===== config.mk =====
export PLATFORM = sky130hd
export DESIGN_NAME = clk_div_ctrl
export DESIGN_NICKNAME = d
export VERILOG_FILES = /design/src/rtl/clk_div_ctrl.sv
export SDC_FILE = /design/constraint.sdc
export NUM_CORES = 1
export LEC_CHECK = 0
export ABC_AREA = 1
export BUFFER_PORTS_ARGS = -buffer_cell sky130_fd_sc_hd__buf_2
export CORE_UTILIZATION = 45
export CTS_CLUSTER_SIZE = 10
export DETAILED_ROUTE_END_ITERATION = 16
export SLEW_MARGIN = 20
export SYNTH_ARGS = -nofsm -noshare
export SYNTH_HDL_FRONTEND = slang
export SYNTH_SLANG_ARGS = --single-unit
export TNS_END_PERCENT = 100

===== constraint.sdc =====
create_clock -name clk -period 2.1 [get_ports clk]
set_clock_uncertainty 0.05 [all_clocks]
set_input_delay 0.42 -clock clk [delete_from_list [all_inputs] [get_ports clk]]
set_output_delay 0.42 -clock clk [all_outputs]
set_load 0.05 [all_outputs]

===== src/rtl/clk_div_ctrl.sv =====
// Toggle-type clock divider with a valid/ready half-period config port and en-driven start/stop.
// All outputs are registered. cfg_ready drops for one buffered update until the next falling boundary.
module clk_div_ctrl #(
  parameter int          CNT_W        = 26,
  parameter int unsigned DEFAULT_HALF = 24999999
) (
  input  logic             clk,
  input  logic             rst,
  input  logic             en,
  input  logic             cfg_valid,
  input  logic [CNT_W-1:0] cfg_half,
  output logic             cfg_ready,
  output logic             clk_out,
  output logic             tick,
  output logic             running
);

  typedef enum logic [1:0] {
    IDLE     = 2'd0,
    RUN      = 2'd1,
    STOPPING = 2'd2
  } state_t;

  state_t           state_q, state_d;
  logic [CNT_W-1:0] count_q, count_d;
  logic [CNT_W-1:0] half_active_q, half_active_d;
  logic [CNT_W-1:0] shadow_q, shadow_d;
  logic             pending_q, pending_d;
  logic             clk_out_q, clk_out_d;
  logic             tick_q, tick_d;
  logic             running_q, running_d;

  logic boundary;
  logic accept;
  logic counting;

  assign boundary = (count_q == half_active_q);
  assign accept   = cfg_valid & ~pending_q;

  // Stopping from a low phase truncates it; every other non-idle cycle advances the divider.
  assign counting = (state_q == STOPPING) ||
                    ((state_q == RUN) && (en || clk_out_q));

  always_ff @(posedge clk or negedge rst) begin
    if (!rst) begin
      state_q       <= IDLE;
      count_q       <= '0;
      half_active_q <= CNT_W'(DEFAULT_HALF);
      shadow_q      <= '0;
      pending_q     <= 1'b0;
      clk_out_q     <= 1'b0;
      tick_q        <= 1'b0;
      running_q     <= 1'b0;
    end else begin
      state_q       <= state_d;
      count_q       <= count_d;
      half_active_q <= half_active_d;
      shadow_q      <= shadow_d;
      pending_q     <= pending_d;
      clk_out_q     <= clk_out_d;
      tick_q        <= tick_d;
      running_q     <= running_d;
    end
  end

  always_comb begin
    state_d = state_q;
    case (state_q)
      IDLE: begin
        if (en) state_d = RUN;
      end
      RUN: begin
        if (!en) begin
          if (!clk_out_q || boundary) state_d = IDLE;
          else                        state_d = STOPPING;
        end
      end
      STOPPING: begin
        if (en)            state_d = RUN;
        else if (boundary) state_d = IDLE;
      end
      default: state_d = IDLE;
    endcase
  end

  always_comb begin
    count_d       = count_q;
    clk_out_d     = clk_out_q;
    tick_d        = 1'b0;
    half_active_d = half_active_q;
    shadow_d      = shadow_q;
    pending_d     = pending_q;
    running_d     = (state_d != IDLE);

    if (counting) begin
      if (boundary) begin
        count_d   = '0;
        clk_out_d = ~clk_out_q;
        tick_d    = 1'b1;
        // Buffered updates land only at the end of a high phase so a period is never mixed.
        if (clk_out_q && pending_q) begin
          half_active_d = shadow_q;
          pending_d     = 1'b0;
        end
      end else begin
        count_d = count_q + CNT_W'(1);
      end
    end else begin
      count_d   = '0;
      clk_out_d = 1'b0;
    end

    if (accept) begin
      if (state_q == IDLE) begin
        half_active_d = cfg_half;
      end else begin
        shadow_d  = cfg_half;
        pending_d = 1'b1;
      end
    end
  end

  assign cfg_ready = ~pending_q;
  assign clk_out   = clk_out_q;
  assign tick      = tick_q;
  assign running   = running_q;

endmodule

======== After elaboration in Yosys (flattened, before gate mapping) ========
Index checks and enable logic that the tools add are counted.
operators by class
  reductions and logical operators ........ 9
  bitwise operators ....................... 4
  add/subtract/negate cells ............... 1
  mux-type cells .......................... 22
  eq/ne operators ......................... 4
operators with widths
  kind                   count
  $mux 26                7
  $add 26x1->26 const B  1
  $eq 26x26->1           1
  $mux 2                 5
  $mux 1                 9
  $pmux 2 s3             1
  $logic_or 1x1->1       3
  $not 1->1              3
  $eq 2x1->1 const B     1
  $eq 2x2->1 const B     1
  $logic_and 1x1->1      2
  $logic_not 2->1        1
  $ne 2x2->1 const B     1
  $reduce_and 2->1       1
  $reduce_bool 2->1      1
  $and 1x1->1            1
  $logic_not 1->1        1
word-level totals
  output and inout bits ................... 4
  logic and storage cells ................. 48
  register bits after elaboration ......... 84

======== Longest topological paths before layout ========
Gate-level depths: netlist of the first run.
  depth after elaboration ................. 6
  depth in mapped cells ................... 13

======== Least setup slack after synthesis of the first run ========
Ideal clock, no wire load.
  kind .................................... register to register
  start point ............................. register clk_out_q, in the netlist clk_out
  end point ............................... register half_active_q[23]
  cell stages (with the launch flop) ...... 9
  data required time ...................... 1.932 ns
  arrival time ............................ 1.649 ns
  slack ................................... 0.283 ns
  clock period less this slack ............ 1.817 ns
  cell sequence ........................... dfrtp_1 > inv_1 > a31oi_4 > nand3_2 > inv_2 > buf_6 > nand2_1 > nand3_1 > nand2_1
between the ends
  longest elaborated chain between the ends .. 6
  elaborated cells between the ends (all ways) .. 9
  classes of those cells .................. mux: 5; reduce/logical: 4
RTL lines
  what                                                   line     text
  from (decl)                                            29       logic clk_out_q, clk_out_d;
  from (signal assigned)                                 60       clk_out_q <= clk_out_d;
  $logic_and 1x1->1 or $logic_or 1x1->1 (tied branches)  101, 42
  $mux 26 or $logic_and 1x1->1 (tied branches)           101, 42
  $mux 26 or $logic_or 1x1->1 (tied branches)            96, 41
  $mux 26 (*)                                            95       if (counting) begin
  $mux 26                                                114      if (state_q == IDLE) begin
  $mux 26 (*)                                            113      if (accept) begin
  named net half_active_d[23]                            26       logic [CNT_W-1:0] half_active_q, half_active_d;
  to (signal assigned)                                   48       half_active_q <= CNT_W'(DEFAULT_HALF);
  to (signal assigned)                                   57       half_active_q <= half_active_d;
  to (decl)                                              26
Mark *: on every way through the listed nets, which the timed path passes. The rest lies on a longest branch.
A chain may end at the register's enable or synchronous reset.

======== Worst setup path after layout of the first run ========
  start point ............................. register count_q[0]
  end point ............................... register count_q[16]
between the ends
  longest elaborated chain between the ends .. 3
  elaborated cells between the ends (all ways) .. 4
  classes of those cells .................. add/sub: 1; eq/ne: 1; mux: 2
RTL lines
  what                                           line     text
  from (decl)                                    25       logic [CNT_W-1:0] count_q, count_d;
  from (signal assigned)                         56       count_q <= count_d;
  $add 26x1->26 or $eq 26x26->1 (tied branches)  106, 37
  $mux 26 (*)                                    96       if (boundary) begin
  $mux 26 (*)                                    95
  named net count_d[16]                          25
Marks and branches as above.

==> impl_metrics.ini, run 1 <==
[run_status]
outcome = complete, but fails checks
violations = hold timing

[synth]
synth-xor-area-share = 0.05978
synthCells = 573
netlist.area_leader.share = 0.3691
synth_nets = 604
synth_area_leaders = dfrtp_1, nand2_1, dfstp_2
ys_seq_area_frac = 0.4675
avgSynthCellArea_sq_um = 7.926
synth-compound-area-share = 0.05482
synthesis.area_sq_mm = 0.004542
synth_cell_types = 37
synthSimpleGateAreaFrac = 0.3039
synth_top_family_by_area = simple AND/OR/NAND/NOR gates
ys_warn_count = 0
yosys.area.top_type = dfrtp_1
muxShareOfSynthArea = 0.02727
synth_seq_cells = 84
synth_fa_ha_area_frac = 0.002755

[hold_path]
hold_class = primary input to async pin

[floorplan]
rows = 36
initial_core_util = 0.4647
die_area_sq_mm = 0.01050
dieWidth_microns = 102.5
core_region_area_sq_mm = 0.009774
die_y_microns = 102.5
pin_count = 34

[routing]
drtIter0Drc = 152
route.detailed.drc = 0
dr_total_vias = 3671
vias_per_cell = 4.843
post_drt_wl_per_cell_microns = 13.27
routed_wirelength_microns = 10060
drtPass1Iterations = 4
ant_nets = 0

[final_layout]
multi_input_area_sq_mm = 0.002072
area_delta_synth_final_pct = 13.64
num-fill-cells = 968
instances_no_fill = 758
fin_nets = 651
insertedDiodeCount = 0
drive_gt1_frac = 0.2032
regArea_sq_mm = 0.002123

[worst_setup_path]
critPathRequiredTime_ns = 2.30
cp-end-kind = register
cp_cell_sequence = ha_2, nand3_1, nor2_2, inv_2, nor2_2, nand3_2, nor3_4, nand2_1, o21ai_0, nor2_1
crit_top_cell = nor2_2
path_class = register to register
start_kind = register
r2r-start = count_q[0]
slowest_stage = dfrtp_1
worstPathArrival_ns = 2.18
crit_path_max_fanout = 5
timing.critical_path.slowest_cell_delay_ns = 0.42
reg2regPathDepth = 10
cp-startpoint = count_q[0]

[grt]
grt_use_met1 = 0.2882
grt_overflow = 0
grt.busiest_layer = met2
antenna_found_initial = 0
use_met3 = 0.03694
grt_pass1_vias = 3491
grt_first_pass_wirelength_microns = 16940
track_usage = 0.2114
grt_max_degree = 43
grt_use_met2 = 0.3456

[clock_network]
clock_latency_ns = 0.36
cts_root_buf = clkbuf_8
cts_tree = done
clkTransAtPathRegs_ns = 0.09
htreeDepth = 3
cts.sinks = 84
cts_buffers = 9
ctsLongestPathBuffers = 2

[placement]
placed_cells = 739
port_buffers = 33
finalWeightedCongestion = 0.8788
hpwl_microns = 7253

[timing]
period_share = 0.9452
min_period_ns = 1.985
slew_viol_final = 0
tightest_slew_ns = 0.5412
fmax_ghz = 0.5038
rsz0062_at_grt = false
finalHoldViolCount = 17
setup_viol = 0
fin_hold_ws_ns = -0.02482
fin_tns_setup_ns = 0
relSlewSlack = 0.6392

[power]
p_per_area_mw_per_mm2 = 828.5
leakagePower_nw = 2.574
ir_worst_vdd_v = 0.0005230

[run]
maxCapViolations = 0
-- state kept, by name (all words and copies together), names as in the netlist --
name / cells
pending_q: 1
shadow_q: 26
running: 1
half_active_q: 26
state_q: 2
tick: 1
count_q: 26
clk_out: 1
-- layer usage --
| layer | vias to the layer above | part of all wire |
|---|---|---|
| met1 | 1710 | 0.49 |
| met3 | 9 | 0.032 |
| met2 | 62 | 0.47 |
| met5 | - | 0 |
| met4 | 0 | 0.011 |
| li1 | 1890 | - |
-- worst paths after layout --
check                           slack, ns                 to
max in group asynchronous            1.32  half_active_q[11]
min in group clk                     0.18         state_q[1]
worst max register to register       0.12        count_q[16]
worst min register to register       0.45   half_active_q[3]
worst max-delay path                 0.12        count_q[16]
worst min-delay path                -0.02       shadow_q[10]
-- per-stage QoR --
stage / power (mW) / cell area [sq um] / hold slack [ns] / util / setup slack, ns
after global placement: 3.232 / 4940 / 0.3832 / 0.5054 / 0.1143
final: 4.276 / 5161 / -0.02482 / 0.5280 / 0.1150
after global routing: 4.572 / 5161 / 0.01528 / 0.5280 / 0.005198
after floorplan: 2.976 / 4542 / 0.07441 / - / 0.2830
after detailed placement: 3.261 / 4940 / 0.3959 / 0.5054 / 0.1200
after CTS: 4.319 / 5109 / 0.0002399 / 0.5227 / 0.06234
-- worst max-delay path: cells and delay by family, from the launching register on --
family | cells | cell delay (ns)
flip-flops | 1 | 0.42
AO/OA/AOI/OAI | 1 | 0.17
AND/OR/NAND/NOR | 7 | 0.93
adder cells (fa/ha/maj) | 1 | 0.22
buffers and inverters | 1 | 0.07
-- synthesized netlist by cell type (all sizes together) --
cell and instances:
nand2 149, nor2 102, inv 74, dfrtp 67
a21oi 33, nand4 22, nand3 19, dfstp 17
xnor2 16, xor2 15, nor3 12, mux2 11
buf 10, clkbuf 9, o21ai 8, a31oi 2
nor3b 2, ha 1, nor4 1, o2111ai 1
o21a 1, or2 1
-- final cells by class --
class,instances,share of cell area
clock inverters,5,0.007273
flip-flops and latches,84,0.4114
clock buffers,11,0.02545
multi-input cells,397,0.4015
repair buffers,54,0.06788
inverters,74,0.05430
well taps,133,0.03224
-- kinds of logic after synthesis --
group | count (synthesis)
simple gates | 308
buf+inv | 93
flops | 84
compound gates | 45
xor+xnor | 31
mux | 11
fa+ha+maj | 1
-- cell usage in the layout, fill, tap and decap left out, types with 16 or more instances in the layout --
master,count
nand4_1,21
nand3_1,16
buf_4,20
inv_1,67
a21oi_1,33
nand2_1,145
dfrtp_1,67
buf_2,32
xnor2_1,16
dfstp_2,17
nor2_1,93
-- where the power goes --
part           switching [mW]  total, mW  internal [mW]
clock network           0.621       1.06          0.435
registers               0.230       2.33           2.10
logic                   0.483      0.893          0.410
-- repair_timing --
item | CTS | global route
hold buffers | 0 | 0
gates resized for setup | 0 | 5
buffers inserted | 0 | 2
endpoints found under the setup margin | 0 | 31
Note: power is estimated with default switching activity, not from simulation.
==> inputs of run 2 (changes only) <==
Clock period 2.1 ns to 2.5 ns, I/O delays scaled along.
==> run 2 against run 1 <==
Combinational power fell by 16%. Clock-buffer cell count fell by 2. Critical path depth rose by 1. Sequential cell count did not move. Final area fell by 2.4%. Routed wire length fell by 3.3%. Largest power group unchanged. Sequential share of layout area rose by 1.0 points. Sequential power fell by 16%. The run now ends clean. Core utilization fell by 1.3 points. Global-route usage barely moved. Die area did not move. Power fell by 15%. Critical path type unchanged. Largest cell class unchanged.
==> impl_metrics.ini, run 2 (same netlist as run 1, synthesis figures left out) <==
[final_layout]
reg_top3 = count_q x26, half_active_q x26, shadow_q x26
fin_nets = 639
num-fill-cells = 975
insertedDiodeCount = 0
final_cell_mix = nand2_1, nor2_1, inv_1, dfrtp_1, a21oi_1
area_delta_synth_final_pct = 10.88
final_common_cell = nand2_1
drive_gt1_frac = 0.1892
design_area_sq_mm = 0.005036

[routing]
vias_per_cell = 4.846
route.detailed.drc = 0
routed_wirelength_microns = 9730
post_drt_wl_per_cell_microns = 13.04
drtIter0Drc = 128
ant_nets = 0
dr_total_vias = 3615
drtPass1Iterations = 4

[worst_setup_path]
worstPathArrival_ns = 2.44
cp_cell_sequence = inv_1, nand2_1, nand2_1, nor2_1, nand3_2, nor2_8, nand2_2, nand2_2, inv_2, o21ai_0, nor2_1
crit_path_max_fanout = 18
critical-path-top-delay-family = simple AND/OR/NAND/NOR gates
reg2reg_to = count_q[16]
r2r-start = half_active_q[22]
slowest_stage = dfstp_2
timing.critical_path.slowest_cell_delay_ns = 0.54
path_buf_inv = 2
cp-end-kind = register
reg2regPathDepth = 11
r2r_slack_ns = 0.26
start_kind = register
path_class = register to register
critPathRequiredTime_ns = 2.70

[floorplan]
rows = 36
initial_core_util = 0.4647
die_area_sq_mm = 0.01050
die_y_microns = 102.5
dieWidth_microns = 102.5
core_region_area_sq_mm = 0.009774
pin_count = 34

[run_status]
outcome = finished, final reports clean

[clock_network]
clock_latency_ns = 0.36
cts_hold_buf = 0
cts.sinks = 84
cts_tree = done
cts_root_buf = clkbuf_8
cts_buffers = 9
post_cts_resized = 0
clkTransAtPathRegs_ns = 0.09
cts_setup_buffers = 0
htreeDepth = 3
ctsLongestPathBuffers = 2

[grt]
grt_first_pass_wirelength_microns = 16900
grt_pass1_vias = 3692
grt_max_degree = 35
antenna_found_initial = 0
track_usage = 0.2116
grt_overflow = 0

[timing]
rsz0062_at_grt = false
relSlewSlack = 0.4345
slew_viol_final = 0
setup_viol = 0
fmax_ghz = 0.4464
min_period_ns = 2.240
fin_tns_setup_ns = 0
period_share = 0.8960
finalHoldViolCount = 0
tightest_slew_ns = 0.8474

[power]
ir_worst_vdd_v = 0.0004835
p_per_area_mw_per_mm2 = 724.5
leakagePower_nw = 2.498
total_power_mw = 3.649

[run]
maxCapViolations = 0

[placement]
port_buffers = 33
hpwl_microns = 7384
finalWeightedCongestion = 0.8547
dpl-instance-area_sq_mm = 0.004847

[hold_path]
hold_class = primary input to async pin
[run 2: cell types whose count changed in the layout (fill, tap and decap cells not counted), sizes merged]
cell	previous run	this run
buf	54	43
inv	75	79
clkbuf	11	9
clkinv	2	1
clkinvlp	2	1
nand4	23	22
[run 2: layout make-up]
class | count | area [sq um] | share of cell area
clock inverter | 7 | 65.06 | 0.01292
sequential | 84 | 2123 | 0.4216
inverter | 74 | 277.8 | 0.05516
tap | 133 | 166.4 | 0.03304
clock buffer | 9 | 123.9 | 0.02460
multi-input combinational | 396 | 2037 | 0.4045
timing repair buffer | 43 | 242.7 | 0.04820
[run 2: worst max path at each step]
stage                            startpoint                 to  slack, ns  cells after the start
final                     half_active_q[22]        count_q[16]       0.26                     11
after global routing      half_active_q[22]         count_q[2]       0.07                     11
after CTS                 half_active_q[22]         count_q[3]       0.25                     11
after detailed placement  half_active_q[22]         count_q[3]       0.26                     11
after global placement    half_active_q[22]        count_q[16]       0.28                     11
after floorplan                     clk_out  half_active_q[23]       0.68                      8
[run 2: metrics by stage]
step,instances,worst slack (ns),utilization,hold WS (ns)
6_report,746,0.2601,0.5152,0.009053
5_1_grt,746,0.06866,0.5152,0.02955
2_1_floorplan,573,0.6830,-,0.1544
3_5_place_dp,730,0.2647,0.4959,0.4313
3_3_place_gp,730,0.2771,0.4959,0.4354
4_1_cts,746,0.2459,0.5152,0.02629
[run 2: layer usage]
metal	vias to the layer above	wire (microns)	track usage	share of wire
met1	1703	4369	0.2618	0.45
met2	49	4995	0.3697	0.51
met5	-	0	0	0
met3	7	275	0.04583	0.028
met4	0	90	0.06154	0.0092
li1	1856	-	-	-
[run 2: power by group]
group          switching (mW)  total [mW]  internal (mW)
Clock                   0.556       0.943          0.387
Sequential              0.198        1.96           1.76
Combinational           0.408       0.747          0.338
Total                    1.16        3.65           2.49
==> inputs of run 3 (changes only) <==
==> constraint.sdc (replaced) <==
create_clock -name clk -period 2.7 [get_ports clk]
set_clock_uncertainty 0.05 [all_clocks]
set_input_delay 0.81 -clock clk [delete_from_list [all_inputs] [get_ports clk]]
set_output_delay 0.81 -clock clk [all_outputs]
set_load 0.05 [all_outputs]
==> run 3 against run 2 <==
Critical path depth did not move. Sequential share of layout area fell by 0.53 points. Fmax rose by 6.0%. Non-clock buffer count fell by 1. Largest cell class unchanged. Largest power group unchanged. Highest routed layer unchanged.
==> impl_metrics.ini, run 3 (same netlist as run 1, synthesis figures left out) <==
[timing]
rsz0062_at_grt = false
min_period_ns = 2.113
tightest_slew_ns = 0.6512
slew_viol_final = 0
relSlewSlack = 0.5646
fin_hold_ws_ns = 0.3422
finalHoldViolCount = 0
period_share = 0.7826
fmax_ghz = 0.4732
fin_tns_setup_ns = 0
setup_viol = 0

[worst_setup_path]
worstPathArrival_ns = 2.32
critPathRequiredTime_ns = 2.90
start_kind = register
path_class = register to register
cp-end-kind = register
crit_path_max_fanout = 15

[power]
seq_power_share = 0.511
p_switching_mw = 1.036
ir_worst_vdd_v = 0.0003839
p_clk_frac = 0.297
combPwrFrac = 0.192
total_power_mw = 3.556
leakagePower_nw = 2.522
p_sw_frac = 0.2914
p_per_area_mw_per_mm2 = 697.2
intPower_mw = 2.519

[floorplan]
core_region_area_sq_mm = 0.009774
rows = 36
dieWidth_microns = 102.5
die_area_sq_mm = 0.01050
pin_count = 34
die_y_microns = 102.5
initial_core_util = 0.4647

[clock_network]
cts_buffers = 9
cts.sinks = 84
cts_root_buf = clkbuf_8
htreeDepth = 3
cts_tree = done
clock_latency_ns = 0.37
cts_setup_buffers = 0
post_cts_resized = 0
ctsLongestPathBuffers = 2
clkTransAtPathRegs_ns = 0.09
cts_hold_buf = 0

[routing]
route.detailed.drc = 0
vias_per_cell = 4.828
drtIter0Drc = 86
ant_nets = 0
post_drt_wl_per_cell_microns = 13.25
drtPass1Iterations = 4
routed_wirelength_microns = 9870
dr_total_vias = 3597

[grt]
track_usage = 0.2150
grt_use_met2 = 0.3487
grt_max_degree = 49
grt_first_pass_wirelength_microns = 17060
grt_overflow = 0
grt.busiest_layer = met2
use_met3 = 0.04241
grt_pass1_vias = 3629
antenna_found_initial = 0
grt_use_met1 = 0.2741

[hold_path]
hold_class = primary input to async pin

[placement]
finalWeightedCongestion = 0.8671
hpwl_microns = 7144
port_buffers = 33

[final_layout]
final_common_cell = nand2_1
reg_top3 = count_q x26, half_active_q x26, shadow_q x26
final_cell_mix = nand2_1, nor2_1, inv_1, dfrtp_1, a21oi_1
insertedDiodeCount = 0
area_delta_synth_final_pct = 12.29
drive_gt1_frac = 0.1879
fin_nets = 638

[run_status]
outcome = finished, final reports clean

[run]
maxCapViolations = 0
run 3: routing by layer:
| layer | vias to the layer above | share of wire |
|---|---|---|
| li1 | 1857 | - |
| met1 | 1666 | 0.47 |
| met2 | 51 | 0.47 |
| met3 | 23 | 0.031 |
| met4 | 0 | 0.031 |
| met5 | - | 0 |
run 3: area by class of cell:
| cell class | count | area (sq um) |
|---|---|---|
| Multi-Input combinational cell | 396 | 2037 |
| Clock buffer | 11 | 151.4 |
| Clock inverter | 5 | 83.83 |
| Sequential cell | 84 | 2123 |
| Tap cell | 133 | 166.4 |
| Inverter | 74 | 277.8 |
| Timing Repair Buffer | 42 | 260.3 |
| Fill cell | 949 | 4674 |
run 3: metrics by stage:
stage            util  instances  setup WS [ns]  area (sq um)
5_1_grt        0.5218        745         0.3733          5100
4_1_cts        0.5218        745         0.5790          5100
6_report       0.5218        745         0.5869          5100
3_3_place_gp   0.4977        729         0.5959          4865
2_1_floorplan       -        573         0.8753          4542
3_5_place_dp   0.4977        729         0.5633          4865
run 3: final timing paths:
path | cells past startpoint | endpoint | slack [ns] | from
min reg2reg | 2 | half_active_q[5] | 0.44 | half_active_q[5]
min | 1 | shadow_q[15] | 0.34 | rst
min in group clk | 2 | half_active_q[5] | 0.44 | half_active_q[5]
max reg2reg | 11 | count_q[16] | 0.59 | half_active_q[22]
max in group asynchronous | 2 | half_active_q[19] | 1.57 | rst
max | 11 | count_q[16] | 0.59 | half_active_q[22]
run 3: power by group through the flow:
stage               Sequential (mW)  Combinational, mW  Clock, mW
CTS                            1.82              0.696       1.08
global placement               1.84              0.672          0
floorplan                      1.78              0.540          0
finish                         1.82              0.682       1.06
global route                   1.86              0.808       1.12
detailed placement             1.85              0.692          0
run 3: worst max-delay path: stages (launching register included):
cell and delay [ns]:
dfstp_2 0.54, inv_1 0.05, nand2_1 0.05, nand2_1 0.05, nor2_1 0.21, nand3_2 0.16
nor2_8 0.19, nand2_2 0.10, nand2_2 0.30, inv_2 0.14, o21ai_0 0.11, nor2_1 0.06
